<file path="src/rtl/frame_bram_reader.sv">
// Display-side reader for the captured-frame BRAM: places a stored RGB332 image at a
// programmable offset, hides the BRAM read latency, and keeps sync/blank aligned.
module frame_bram_reader #(
  parameter int unsigned IMG_W        = 640,
  parameter int unsigned IMG_H        = 400,
  parameter int unsigned ADDR_W       = 18,
  parameter int unsigned BRAM_LATENCY = 2,
  parameter logic [23:0] BORDER_COLOR = 24'h000000
) (
  input  logic              clk,
  input  logic              rst,
  input  logic              enable,
  input  logic [10:0]       hcount,
  input  logic [9:0]        vcount,
  input  logic              hsync,
  input  logic              vsync,
  input  logic              blank,
  input  logic [10:0]       x_off,
  input  logic [9:0]        y_off,
  output logic [ADDR_W-1:0] bram_addr,
  input  logic [7:0]        bram_dout,
  output logic [23:0]       pixel_out,
  output logic              hsync_out,
  output logic              vsync_out,
  output logic              blank_out,
  output logic              active
);

  localparam int unsigned D  = BRAM_LATENCY + 2;
  localparam int unsigned CW = 12;

  typedef enum logic [1:0] {IDLE, ARMED, ACTIVE} state_t;

  state_t            state, state_nxt;
  logic              latch;
  logic [10:0]       x_off_q, xo;
  logic [9:0]        y_off_q, yo;
  logic [CW-1:0]     h12, v12, xo12, yo12;
  logic              frame_start, in_win;
  logic [ADDR_W-1:0] row_base, row_base_nxt, addr_nxt;
  logic [10:0]       col;
  logic [D-2:0]      win_taps;
  logic [D-1:0]      hs_taps, vs_taps, bl_taps;

  function automatic logic [23:0] expand(input logic [7:0] d);
    return {d[7:5], d[7:5], d[7:6], d[4:2], d[4:2], d[4:3], d[1:0], d[1:0], d[1:0], d[1:0]};
  endfunction

  assign frame_start = (hcount == 11'd0) && (vcount == 10'd0);

  // Next-state logic; offsets are captured at every frame start while armed or active
  always_comb begin
    state_nxt = state;
    latch     = 1'b0;
    case (state)
      IDLE:    if (enable) state_nxt = ARMED;
      ARMED: begin
        if (!enable) state_nxt = IDLE;
        else if (frame_start) begin
          state_nxt = ACTIVE;
          latch     = 1'b1;
        end
      end
      ACTIVE: begin
        if (!enable) state_nxt = IDLE;
        else if (frame_start) latch = 1'b1;
      end
      default: state_nxt = IDLE;
    endcase
  end

  // The frame-start cycle already uses the offsets being latched for the new frame
  always_comb begin
    xo   = latch ? x_off : x_off_q;
    yo   = latch ? y_off : y_off_q;
    h12  = CW'(hcount);
    v12  = CW'(vcount);
    xo12 = CW'(xo);
    yo12 = CW'(yo);
    in_win = (state == ACTIVE) && enable &&
             (h12 >= xo12) && (h12 < xo12 + CW'(IMG_W)) &&
             (v12 >= yo12) && (v12 < yo12 + CW'(IMG_H));
  end

  // Line-based row addressing, so horizontal clipping cannot skew later rows
  always_comb begin
    row_base_nxt = row_base;
    if (hcount == 11'd0) begin
      if (v12 == yo12)
        row_base_nxt = '0;
      else if ((v12 > yo12) && (v12 < yo12 + CW'(IMG_H)))
        row_base_nxt = row_base + ADDR_W'(IMG_W);
    end
    col      = hcount - xo;
    addr_nxt = row_base_nxt + ADDR_W'(col);
  end

  always_ff @(posedge clk) begin
    if (rst) begin
      state     <= IDLE;
      active    <= 1'b0;
      x_off_q   <= '0;
      y_off_q   <= '0;
      row_base  <= '0;
      bram_addr <= '0;
      win_taps  <= '0;
      hs_taps   <= '0;
      vs_taps   <= '0;
      bl_taps   <= '0;
      pixel_out <= BORDER_COLOR;
    end else begin
      state    <= state_nxt;
      active   <= (state_nxt == ACTIVE);
      row_base <= row_base_nxt;
      if (latch) begin
        x_off_q <= x_off;
        y_off_q <= y_off;
      end
      if (in_win) bram_addr <= addr_nxt;
      win_taps <= enable ? {win_taps[D-3:0], in_win} : '0;
      hs_taps  <= {hs_taps[D-2:0], hsync};
      vs_taps  <= {vs_taps[D-2:0], vsync};
      bl_taps  <= {bl_taps[D-2:0], blank};
      // Dropping enable blanks everything already in flight
      pixel_out <= (enable && win_taps[D-2] && !bl_taps[D-2]) ? expand(bram_dout)
                                                              : BORDER_COLOR;
    end
  end

  assign hsync_out = hs_taps[D-1];
  assign vsync_out = vs_taps[D-1];
  assign blank_out = bl_taps[D-1];

endmodule
</file>
<file path="config.mk">
export PLATFORM = sky130hd
export DESIGN_NAME = frame_bram_reader
export DESIGN_NICKNAME = d
export VERILOG_FILES = /design/src/rtl/frame_bram_reader.sv
export SDC_FILE = /design/constraint.sdc
export NUM_CORES = 1
export LEC_CHECK = 0
export CAP_MARGIN = 20
export CORE_UTILIZATION = 53
export DETAILED_ROUTE_END_ITERATION = 6
export PLACE_DENSITY = 0.9
export SLEW_MARGIN = 30
export SYNTH_ARGS = -nofsm -noshare
export SYNTH_HDL_FRONTEND = slang
export SYNTH_SLANG_ARGS = --single-unit
</file>
<file path="constraint.sdc">
create_clock -name clk -period 8.5 [get_ports clk]
set_clock_uncertainty 0.2 [all_clocks]
set_input_delay 1.7 -clock clk [delete_from_list [all_inputs] [get_ports clk]]
set_output_delay 1.7 -clock clk [all_outputs]
set_load 0.02 [all_outputs]
</file>
==> summary.md <==
| Metric | Value |
|---|---|
| Hold Path Origin | `win_taps[1]$_SDFF_PP0_` |
| Register area share after synthesis | `32.1%` |
| Setup TNS | `0 ns` |
| Cell taking the most area after synthesis | `dfxtp_1` |
| Dpl hpwl | `9350 um` |
| WL final | `12000 um` |
| CTS tree | `built` |
| Clock power share | `37.5%` |
| Post-Syn Instances | `574` |
| Clk_lat worst skew | `0.35 ns` |
| Min-Delay Path Class | `reg -> reg` |
| Initial core utilization | `55.3%` |
| Layout cell share with drive strength beyond 1 | `8.23%` |
| Cts-stage hold buffer count | `0` |
| Clock root buffer master | `clkbuf_8` |
| Syn_nets | `681` |
| Post-CTS sizing | `0` |
| Status | `finished clean` |
| CP startpoint kind | `input port` |
| Die W | `101 um` |
| DR WL met3 | `653 um` |
| Yosys reg bits | `83` |
| Met2 Routed Length | `5870 um` |
| MaxCap Viol Count | `0` |
| Synth warn | `0` |
| Logic pwr share | `12.7%` |
| Row cnt | `35` |
| Synth top area share | `32.1%` |
| IO Port Bufs | `101` |
| Via density | `5.46` |
| H-tree depth | `3` |
| Post-synth EDFFs | `0` |
| Fmax | `125 MHz` |
| CTS max path bufs | `2` |
| Core area | `9370 sq um` |
| Synth-to-Final Area Change | `24.1%` |
| Post-route setup slack | `0.507 ns` |
| Avg Inst Size Synth | `9.03 sq um` |
| Max layer used | `met4` |
| Placer Congestion | `0.978` |
| CP arrival | `8.07 ns` |
| Crit. End Element | `flip-flop` |
| Most frequent cell after synthesis | `dfxtp_1` |
| DR pass1 iterations | `4` |
| First-pass GRT wire length | `20100 um` |
| Worst path slowest cell | `clkdlybuf4s50_1` |
| Met1 WL | `5220 um` |
| Post-synth ARST share | `0%` |
| Crit path largest cell delay | `0.44 ns` |
| Drc violations | `0` |
| Dpl ws | `0.273 ns` |
| Area occupied by multi-input gates | `3210 sq um` |
| Setup violators final | `0` |
| Die span in y | `101 um` |
| Wire per inst | `15.1 um` |
| Worst-Margin Slew | `0.713 ns` |
| Sw Share | `25.4%` |
| FF/Latch Area | `1660 sq um` |
| Fillers | `746` |
| Worst-path clk slew | `0.09 ns` |
| NetSw | `200 uW` |
| Diode count | `0` |
| Post-CTS Setup Bufs | `0` |
| Num ports | `102` |
| Maximum vdd drop | `0.0951 mV` |
| Overall die area | `10200 sq um` |
| Syn Std Cell Area | `5180 sq um` |
| Max-slew violation count | `0` |
| Vias in the first global route | `4388` |
| Power Dens Cells | `122 nW/um^2` |
| Antenna-violating nets left | `0` |
| FF-to-FF Start | `state[1]$_SDFF_PP0_` |
| Final Hold Fails | `0` |
| Unrepaired setup endpoints after global routing | `no` |
| Cell variety after synth | `68` |
| Post-synth top cells | `dfxtp_1, nor2_1, ha_1` |
| Worst Setup SP | `vcount[1]` |
| Crit-path max FO | `7` |
| Area contributors post-synth | `dfxtp_1, ha_1, mux2i_1` |
| Vias | `4350` |
| CTS Sinks | `83` |
| Initial antenna violation count | `0` |
| P_int | `587 uW` |
| Predominant post-synthesis flop cell | `dfxtp_1` |
| Grt total ovfl | `0` |
| Static leakage | `0.00265 uW` |
| Cts bufs inserted | `9` |
| Final Cycle Share | `94.0%` |
| WS Path Type | `in -> reg` |
| Tmin final | `7.99 ns` |
| First DRT Iteration DRCs | `214` |
| GRT Total Usage | `25.0%` |
| Worst EP required | `8.58 ns` |
| Nets@finish | `770` |
| Seq pwr share | `49.8%` |
| Largest net degree at the start of global routing | `73` |
| Slew headroom | `51.3%` |
[worst paths after layout]
check | endpoint | slack [ns] | cells past startpoint
worst max-delay path | bram_addr[16]$_SDFFE_PP0P_ | 0.51 | 26
worst min-delay path | win_taps[2]$_SDFF_PP0_ | 0.24 | 1
worst max register to register | bram_addr[16]$_SDFFE_PP0P_ | 1.87 | 27
worst min register to register | win_taps[2]$_SDFF_PP0_ | 0.24 | 1
[worst max-delay path, delay by kind of cell]
family | cells | cell delay, ns
adder cells (fa/ha/maj) | 3 | 0.94
AND/OR/NAND/NOR | 11 | 2.66
AO/OA/AOI/OAI | 8 | 1.75
buffers and inverters | 3 | 0.74
multiplexers | 1 | 0.26
[per-layer routing]
metal / vias up / GRT usage, %
met3: 21 / 5.34
met2: 120 / 43.2
met5: - / 0
met1: 2032 / 30.6
li1: 2177 / -
met4: 0 / 8.92
[power groups by stage]
stage	Clock, uW	Combinational [uW]	Sequential, uW
6_report	295	99.9	392
5_1_grt	316	110	392
4_1_cts	299	99.1	392
3_5_place_dp	0	98.1	401
3_3_place_gp	0	95.4	401
2_1_floorplan	0	53.5	401
[cell families (layout without fill, tap and decap cells)]
logic type	count (synthesis)	after routing	share of synthesized area, %
adder cells (fa/ha/maj)	51	51	12.6
AO/OA/AOI/OAI	96	96	13.7
XOR/XNOR	29	29	4.90
flip-flops	83	83	32.1
buffers and inverters	61	155	6.21
AND/OR/NAND/NOR	221	221	23.7
multiplexers	33	33	6.81
[cell usage in the layout, fill, tap and decap left out, types with 17 or more instances in the layout]
cell type        instances
clkdlybuf4s50_1        100
dfxtp_1                 83
nor2_1                  56
ha_1                    49
nand2_1                 33
nor2b_1                 32
mux2i_1                 30
inv_1                   26
xnor2_1                 22
a21oi_1                 21
and2_1                  20
nand3_1                 17
o21ai_0                 17
[registers in the layout (all words and copies together) (netlist names)]
name       cells
bl_taps        4
pixel_out      8
vs_taps        4
win_taps       3
hs_taps        4
x_off_q       11
row_base      18
y_off_q       10
active         1
bram_addr     18
state          2
[final cells by class]
class	count	share of cell area, %
sequential	83	25.8
clock buffer	10	2.14
inverter	26	1.52
timing repair buffer	113	17.0
multi-input combinational	430	49.9
clock inverter	6	1.09
tap	129	2.51
[metrics by stage]
step / area (sq um) / total power (uW) / hold slack [ns] / cells / util, %
floorplan: 5180 / 454 / 0.206 / 574 / -
global placement: 6210 / 496 / 0.211 / 781 / 66.3
detailed placement: 6210 / 499 / 0.221 / 781 / 66.3
CTS: 6420 / 790 / 0.239 / 797 / 68.5
global route: 6430 / 818 / 0.262 / 797 / 68.6
finish: 6430 / 786 / 0.236 / 797 / 68.6
Note: power is estimated with default switching activity, not from simulation.
